`src/rtl/mac_job_arbiter_if.sv`:
```
// Requester, MAC-datapath and result signals of mac_job_arbiter grouped as one bundle.
// The arbiter connects to the slave modport; its environment uses the master modport.
interface mac_job_arbiter_if #(
  parameter int unsigned DATA_W = 8,
  parameter int unsigned ACC_W  = 20
);
  logic              req0_valid;
  logic              req0_last;
  logic [DATA_W-1:0] req0_a;
  logic [DATA_W-1:0] req0_b;
  logic              req0_ready;
  logic              req1_valid;
  logic              req1_last;
  logic [DATA_W-1:0] req1_a;
  logic [DATA_W-1:0] req1_b;
  logic              req1_ready;
  logic [DATA_W-1:0] mac_op_a;
  logic [DATA_W-1:0] mac_op_b;
  logic              mac_clr;
  logic              mac_load;
  logic              mac_begin_mult;
  logic              mac_end_mult;
  logic              mac_add;
  logic [ACC_W-1:0]  mac_rc;
  logic              res_valid;
  logic              res_ready;
  logic              res_id;
  logic [ACC_W-1:0]  res_data;
  logic              res_err;

  modport slave (
    input  req0_valid, req0_last, req0_a, req0_b,
    output req0_ready,
    input  req1_valid, req1_last, req1_a, req1_b,
    output req1_ready,
    output mac_op_a, mac_op_b, mac_clr, mac_load, mac_begin_mult, mac_add,
    input  mac_end_mult, mac_rc,
    output res_valid, res_id, res_data, res_err,
    input  res_ready
  );

  modport master (
    output req0_valid, req0_last, req0_a, req0_b,
    input  req0_ready,
    output req1_valid, req1_last, req1_a, req1_b,
    input  req1_ready,
    input  mac_op_a, mac_op_b, mac_clr, mac_load, mac_begin_mult, mac_add,
    output mac_end_mult, mac_rc,
    input  res_valid, res_id, res_data, res_err,
    output res_ready
  );
endinterface

```
`src/rtl/mac_job_arbiter.sv`:
```
// Round-robin per-job arbiter sharing one MAC datapath between two requesters;
// sequences clear/load/mult/add per operand pair and returns the tagged dot product.
module mac_job_arbiter #(
  parameter int unsigned DATA_W  = 8,
  parameter int unsigned ACC_W   = 20,
  parameter int unsigned MAX_LEN = 16,
  parameter int unsigned TIMEOUT = 64
) (
  input  logic             clk,
  input  logic             rst_n,
  mac_job_arbiter_if.slave bus,
  output logic             busy,
  output logic [2:0]       state
);

  localparam int unsigned BEAT_W = $clog2(MAX_LEN) + 1;
  localparam int unsigned TO_W   = $clog2(TIMEOUT) + 1;

  typedef enum logic [2:0] {
    IDLE  = 3'd0,
    FETCH = 3'd1,
    LOAD  = 3'd2,
    MULT  = 3'd3,
    WAIT  = 3'd4,
    ACC   = 3'd5,
    CAPT  = 3'd6,
    DONE  = 3'd7
  } state_t;

  state_t            state_q, state_d;
  logic              grant_q, grant_d;
  logic              rr_q;
  logic              last_q;
  logic [BEAT_W-1:0] beat_q;
  logic [TO_W-1:0]   to_q;
  logic [DATA_W-1:0] op_a_q, op_b_q;
  logic [ACC_W-1:0]  res_data_q;
  logic              res_id_q, res_err_q;

  logic start_job, accept, to_clr, to_inc, set_err, capture, release_job;
  logic sel_valid, sel_last;
  logic [DATA_W-1:0] sel_a, sel_b;

  assign sel_valid = grant_q ? bus.req1_valid : bus.req0_valid;
  assign sel_last  = grant_q ? bus.req1_last  : bus.req0_last;
  assign sel_a     = grant_q ? bus.req1_a     : bus.req0_a;
  assign sel_b     = grant_q ? bus.req1_b     : bus.req0_b;

  always_comb begin
    state_d            = state_q;
    grant_d            = grant_q;
    start_job          = 1'b0;
    accept             = 1'b0;
    to_clr             = 1'b0;
    to_inc             = 1'b0;
    set_err            = 1'b0;
    capture            = 1'b0;
    release_job        = 1'b0;
    bus.req0_ready     = 1'b0;
    bus.req1_ready     = 1'b0;
    bus.mac_clr        = 1'b0;
    bus.mac_load       = 1'b0;
    bus.mac_begin_mult = 1'b0;
    bus.mac_add        = 1'b0;
    unique case (state_q)
      IDLE: begin
        if (bus.req0_valid || bus.req1_valid) begin
          // rr pointer wins when valid, otherwise fall back to the other requester
          grant_d     = rr_q ? bus.req1_valid : ~bus.req0_valid;
          start_job   = 1'b1;
          bus.mac_clr = 1'b1;
          state_d     = FETCH;
        end
      end
      FETCH: begin
        bus.req0_ready = ~grant_q;
        bus.req1_ready = grant_q;
        if (sel_valid) begin
          accept  = 1'b1;
          state_d = LOAD;
        end
      end
      LOAD: begin
        bus.mac_load = 1'b1;
        state_d      = MULT;
      end
      MULT: begin
        bus.mac_begin_mult = 1'b1;
        to_clr             = 1'b1;
        state_d            = WAIT;
      end
      WAIT: begin
        if (bus.mac_end_mult) begin
          state_d = ACC;
        end else if (to_q == TO_W'(TIMEOUT - 1)) begin
          set_err = 1'b1;
          state_d = CAPT;
        end else begin
          to_inc = 1'b1;
        end
      end
      ACC: begin
        bus.mac_add = 1'b1;
        if (last_q) begin
          state_d = CAPT;
        end else if (beat_q == BEAT_W'(MAX_LEN)) begin
          set_err = 1'b1;
          state_d = CAPT;
        end else begin
          state_d = FETCH;
        end
      end
      CAPT: begin
        capture = 1'b1;
        state_d = DONE;
      end
      DONE: begin
        if (bus.res_ready) begin
          release_job = 1'b1;
          state_d     = IDLE;
        end
      end
      default: state_d = IDLE;
    endcase
  end

  always_ff @(posedge clk) begin
    if (!rst_n) begin
      state_q    <= IDLE;
      grant_q    <= 1'b0;
      rr_q       <= 1'b0;
      last_q     <= 1'b0;
      beat_q     <= '0;
      to_q       <= '0;
      op_a_q     <= '0;
      op_b_q     <= '0;
      res_data_q <= '0;
      res_id_q   <= 1'b0;
      res_err_q  <= 1'b0;
    end else begin
      state_q <= state_d;
      grant_q <= grant_d;
      if (start_job) begin
        beat_q    <= '0;
        res_err_q <= 1'b0;
      end
      if (accept) begin
        op_a_q <= sel_a;
        op_b_q <= sel_b;
        last_q <= sel_last;
        beat_q <= beat_q + 1'b1;
      end
      if (to_clr) begin
        to_q <= '0;
      end else if (to_inc) begin
        to_q <= to_q + 1'b1;
      end
      if (set_err) begin
        res_err_q <= 1'b1;
      end
      if (capture) begin
        res_data_q <= bus.mac_rc;
        res_id_q   <= grant_q;
      end
      if (release_job) begin
        rr_q <= ~grant_q;
      end
    end
  end

  assign bus.mac_op_a  = op_a_q;
  assign bus.mac_op_b  = op_b_q;
  assign bus.res_valid = (state_q == DONE);
  assign bus.res_data  = res_data_q;
  assign bus.res_id    = res_id_q;
  assign bus.res_err   = res_err_q;
  assign busy          = (state_q != IDLE);
  assign state         = state_q;

endmodule

```
`src/flat_wrapper.sv`:
```
// flat-port wrapper written by rule: the top's interface ports become plain ports
module mac_job_arbiter_flat 
#(
  parameter int unsigned DATA_W  = 8,
  parameter int unsigned ACC_W   = 20,
  parameter int unsigned MAX_LEN = 16,
  parameter int unsigned TIMEOUT = 64
)
  (clk, rst_n, busy, state, bus_req0_valid, bus_req0_last, bus_req0_a, bus_req0_b, bus_req0_ready, bus_req1_valid, bus_req1_last, bus_req1_a, bus_req1_b, bus_req1_ready, bus_mac_op_a, bus_mac_op_b, bus_mac_clr, bus_mac_load, bus_mac_begin_mult, bus_mac_add, bus_mac_end_mult, bus_mac_rc, bus_res_valid, bus_res_id, bus_res_data, bus_res_err, bus_res_ready);
  mac_job_arbiter_if #(.DATA_W(DATA_W), .ACC_W(ACC_W)) bus_i ();
  input  logic clk;
  input  logic rst_n;
  output logic busy;
  output logic [2:0] state;
  input wire logic [$bits(bus_i.req0_valid)-1:0] bus_req0_valid;
  input wire logic [$bits(bus_i.req0_last)-1:0] bus_req0_last;
  input wire logic [$bits(bus_i.req0_a)-1:0] bus_req0_a;
  input wire logic [$bits(bus_i.req0_b)-1:0] bus_req0_b;
  output wire logic [$bits(bus_i.req0_ready)-1:0] bus_req0_ready;
  input wire logic [$bits(bus_i.req1_valid)-1:0] bus_req1_valid;
  input wire logic [$bits(bus_i.req1_last)-1:0] bus_req1_last;
  input wire logic [$bits(bus_i.req1_a)-1:0] bus_req1_a;
  input wire logic [$bits(bus_i.req1_b)-1:0] bus_req1_b;
  output wire logic [$bits(bus_i.req1_ready)-1:0] bus_req1_ready;
  output wire logic [$bits(bus_i.mac_op_a)-1:0] bus_mac_op_a;
  output wire logic [$bits(bus_i.mac_op_b)-1:0] bus_mac_op_b;
  output wire logic [$bits(bus_i.mac_clr)-1:0] bus_mac_clr;
  output wire logic [$bits(bus_i.mac_load)-1:0] bus_mac_load;
  output wire logic [$bits(bus_i.mac_begin_mult)-1:0] bus_mac_begin_mult;
  output wire logic [$bits(bus_i.mac_add)-1:0] bus_mac_add;
  input wire logic [$bits(bus_i.mac_end_mult)-1:0] bus_mac_end_mult;
  input wire logic [$bits(bus_i.mac_rc)-1:0] bus_mac_rc;
  output wire logic [$bits(bus_i.res_valid)-1:0] bus_res_valid;
  output wire logic [$bits(bus_i.res_id)-1:0] bus_res_id;
  output wire logic [$bits(bus_i.res_data)-1:0] bus_res_data;
  output wire logic [$bits(bus_i.res_err)-1:0] bus_res_err;
  input wire logic [$bits(bus_i.res_ready)-1:0] bus_res_ready;
  assign bus_i.req0_valid = bus_req0_valid;
  assign bus_i.req0_last = bus_req0_last;
  assign bus_i.req0_a = bus_req0_a;
  assign bus_i.req0_b = bus_req0_b;
  assign bus_req0_ready = bus_i.req0_ready;
  assign bus_i.req1_valid = bus_req1_valid;
  assign bus_i.req1_last = bus_req1_last;
  assign bus_i.req1_a = bus_req1_a;
  assign bus_i.req1_b = bus_req1_b;
  assign bus_req1_ready = bus_i.req1_ready;
  assign bus_mac_op_a = bus_i.mac_op_a;
  assign bus_mac_op_b = bus_i.mac_op_b;
  assign bus_mac_clr = bus_i.mac_clr;
  assign bus_mac_load = bus_i.mac_load;
  assign bus_mac_begin_mult = bus_i.mac_begin_mult;
  assign bus_mac_add = bus_i.mac_add;
  assign bus_i.mac_end_mult = bus_mac_end_mult;
  assign bus_i.mac_rc = bus_mac_rc;
  assign bus_res_valid = bus_i.res_valid;
  assign bus_res_id = bus_i.res_id;
  assign bus_res_data = bus_i.res_data;
  assign bus_res_err = bus_i.res_err;
  assign bus_i.res_ready = bus_res_ready;
  mac_job_arbiter #(.DATA_W(DATA_W), .ACC_W(ACC_W), .MAX_LEN(MAX_LEN), .TIMEOUT(TIMEOUT)) u_core (.clk(clk), .rst_n(rst_n), .bus(bus_i), .busy(busy), .state(state));
endmodule
```
`config.mk`:
```
export PLATFORM = sky130hd
export DESIGN_NAME = mac_job_arbiter_flat
export DESIGN_NICKNAME = d
export VERILOG_FILES = /design/src/rtl/mac_job_arbiter_if.sv /design/src/rtl/mac_job_arbiter.sv /design/src/flat_wrapper.sv
export SDC_FILE = /design/constraint.sdc
export NUM_CORES = 1
export LEC_CHECK = 0
export ABC_AREA = 1
export CAP_MARGIN = 30
export CORE_UTILIZATION = 60
export CTS_CLUSTER_SIZE = 16
export DETAILED_ROUTE_END_ITERATION = 8
export DONT_BUFFER_PORTS = 1
export PLACE_DENSITY = 0.76
export SYNTH_ARGS = -nofsm -noshare
export SYNTH_HDL_FRONTEND = slang
export SYNTH_SLANG_ARGS = --single-unit
export TNS_END_PERCENT = 1
```
`constraint.sdc`:
```
create_clock -name clk -period 2 [get_ports clk]
set_clock_uncertainty 0.1 [all_clocks]
set_input_delay 0.4 -clock clk [delete_from_list [all_inputs] [get_ports clk]]
set_output_delay 0.4 -clock clk [all_outputs]
set_load 0.05 [all_outputs]
```
==> reports/metrics.csv, run 1 <==
metric,value,unit
min_period,1.909,ns
clock_power_share,0.179,
ys_top_cells_by_count,"nand2_1, dfxtp_1, nand3_1, a21oi_1",
portBuffers,0,
swShare,0.4505,
grt_pass1_vias,2122,
grt_antenna_before_repair,0,
gr-total-overflow,0,
cp_slowest_stage_delay,0.38,ns
grt_usage,0.2542,
syn_area_per_cell,7.314,um^2
ioPinCount,109,
path_cells,inv_4 > nand2_2 > nor2_2 > inv_1 > nor2_4 > buf_6,
gp_congestion,0.8795,
synth_cells,363,
grt_max_degree,38,
dp_cells,411,
antenna_cells,0,
rrSetupSlack,0.27,ns
setup_violations,0,
start_kind,flop,
cts_tree,built,
crit_fanout,7,
synth-seq-area-share,0.4222,
crit_path_top_delay_cell,dfxtp_2,
die_h,68.52,um
hold_class,primary input to flop,
crit_arrival,1.41,ns
multi_input_area,1326,um^2
rows,23,
slew_headroom,0.6396,
p_seq_frac,0.486,
yosys-top-cells-area,"dfxtp_1, nand2_1, nand3_1, a21oi_1, o211a_1",
wl_per_cell,13.66,um
crit_required,1.50,ns
p_total,3.460,mW
synth-warning-count,0,
tightest_slew,0.5399,ns
fin_cells,419,
drv_cap,0,
cts_root_buf,clkbuf_8,
grt_pass1_wl,8956,um
drtPass1Iterations,4,
start_util,0.6452,
synth_seq_cells,56,
drive_gt1_frac,0.1355,
filler_cell_count,346,
hold_buffers,0,
p_int,1.901,mW
syn_nets,426,
syn_to_final_growth,9.284,%
fmax,0.5238,GHz
synth_top_area_frac,0.4222,
yosysMostFrequentCell,nand2_1,
synth-edff-count,0,
critical_path_class,flop to primary output,
holdWs,0.09810,ns
core_area,4115,um^2
powerDensity,1192,nW/um^2
clk_pin_slew,0.09,ns
vdd_drop_max,876.5,uV
die-area,4695,um^2
post-route-period-util,0.9545,
slew_viol_final,0,
ant_nets,0,
cts_made_buffers,5,
htreeDepth,2,
p_switching,1.559,mW
netlist_area,2655,um^2
synthFlopType,dfxtp_1,
fin_nets,431,
yosys.area.top_type,dfxtp_1,
drt-initial-drc-count,109,
cp-end-kind,primary output,
outcome,completed,
share_comb_of_total_power,0.335,
grt_setup_unrepaired,no,
clk_latency,0.30,ns
cts_setup_buffers,0,
hpwl,4087,um
drc_errors,0,
ys_async_sr_fraction,0,
drt_wl_total,5725,um
clockBufferDepth,2,
route.vias.total,2377,
power.leakage,1.271,nW
finalHoldViolCount,0,
cts_sinks,56,
synthDistinctLibCells,33,
drt-vias-per-instance,5.673,
fp.dieW,68.52,um
layout.area.seq,1125,um^2
-- cell type report --
type                       instances  share of cell area
clock buffer                       6             0.02846
multi-input combinational        260              0.4571
tap                               50             0.02156
sequential                        56              0.3877
timing repair buffer              17             0.06253
clock inverter                     2            0.003450
inverter                          28             0.03924
-- sequential cells by signal, summed over array words and instances (netlist names) --
register	count
u_core.last_q	1
u_core.rr_q	1
u_core.bus.res_data	20
u_core.state	3
u_core.bus.mac_op_b	8
u_core.bus.res_id	1
u_core.bus.mac_op_a	8
u_core.bus.res_err	1
u_core.beat_q	5
u_core.grant_q	1
u_core.to_q	7
-- final timing paths --
kind / start / end / cells past startpoint
setup reg to reg: u_core.to_q[0]$_SDFFE_PP0P_ / u_core.state[1]$_SDFFE_PN0P_ / 9
hold / removal: rst_n / u_core.bus.res_err$_SDFFE_PN0P_ / 2
hold reg to reg: u_core.to_q[6]$_SDFFE_PP0P_ / u_core.to_q[6]$_SDFFE_PP0P_ / 2
setup / recovery: u_core.state[1]$_SDFFE_PN0P_ / bus_mac_clr / 6
-- critical path, delay by kind of cell (launching register included) --
family	cells	cell delay, ns
buffers and inverters	3	0.38
AND/OR/NAND/NOR	3	0.34
flip-flops	1	0.38
-- timing repair --
action / CTS / global route
setup endpoints to repair: 1 / 2
resized for setup: 2 / 2
cloned: 0 / 0
-- layout by cell type (no fill, tap or decap), types with 4 or more instances in the layout --
master	count
a21oi_1	33
buf_12	4
buf_4	12
clkbuf_8	6
dfxtp_1	53
inv_1	22
nand2_1	104
nand3_1	49
nor2_1	19
nor2_2	5
nor2_4	4
o211a_1	16
o21ai_0	8
-- logic make-up after synthesis --
logic type               synth area share
XOR/XNOR                         0.003299
AND/OR/NAND/NOR                    0.3214
adder cells (fa/ha/maj)           0.01414
flip-flops                         0.4222
buffers and inverters             0.08482
AO/OA/AOI/OAI                      0.1541
-- per-layer routing --
metal	track usage	wire length (um)
met1	0.3217	2511
met2	0.4093	2754
met3	0.07401	401
met4	0.09115	58
met5	0	0
-- stage by stage --
stage               setup TNS, ns  cell area, um^2  setup slack (ns)  utilization
floorplan                  -1.295             2668           -0.2277            -
global placement                0             2798            0.3324       0.6798
detailed placement              0             2798            0.2973       0.6798
CTS                             0             2899           0.01696       0.7045
global route                    0             2902          0.008144       0.7051
finish                          0             2902           0.09095       0.7051
-- power groups by stage --
| stage | registers [mW] | clock network, mW | logic [mW] |
|---|---|---|---|
| 6_report | 1.68 | 0.620 | 1.16 |
| 5_1_grt | 1.70 | 0.682 | 1.26 |
| 4_1_cts | 1.68 | 0.638 | 1.16 |
| 3_5_place_dp | 1.70 | 0 | 1.14 |
| 3_3_place_gp | 1.70 | 0 | 1.12 |
| 2_1_floorplan | 1.72 | 0 | 0.863 |
(Power assumes the default switching activity.)
==> run 2, diff against run 1 <==
Settings changed: SKIP_LAST_GASP set to 1.
==> results of run 2 <==
Final layout, timing and power as in run 1 (identical DEF).
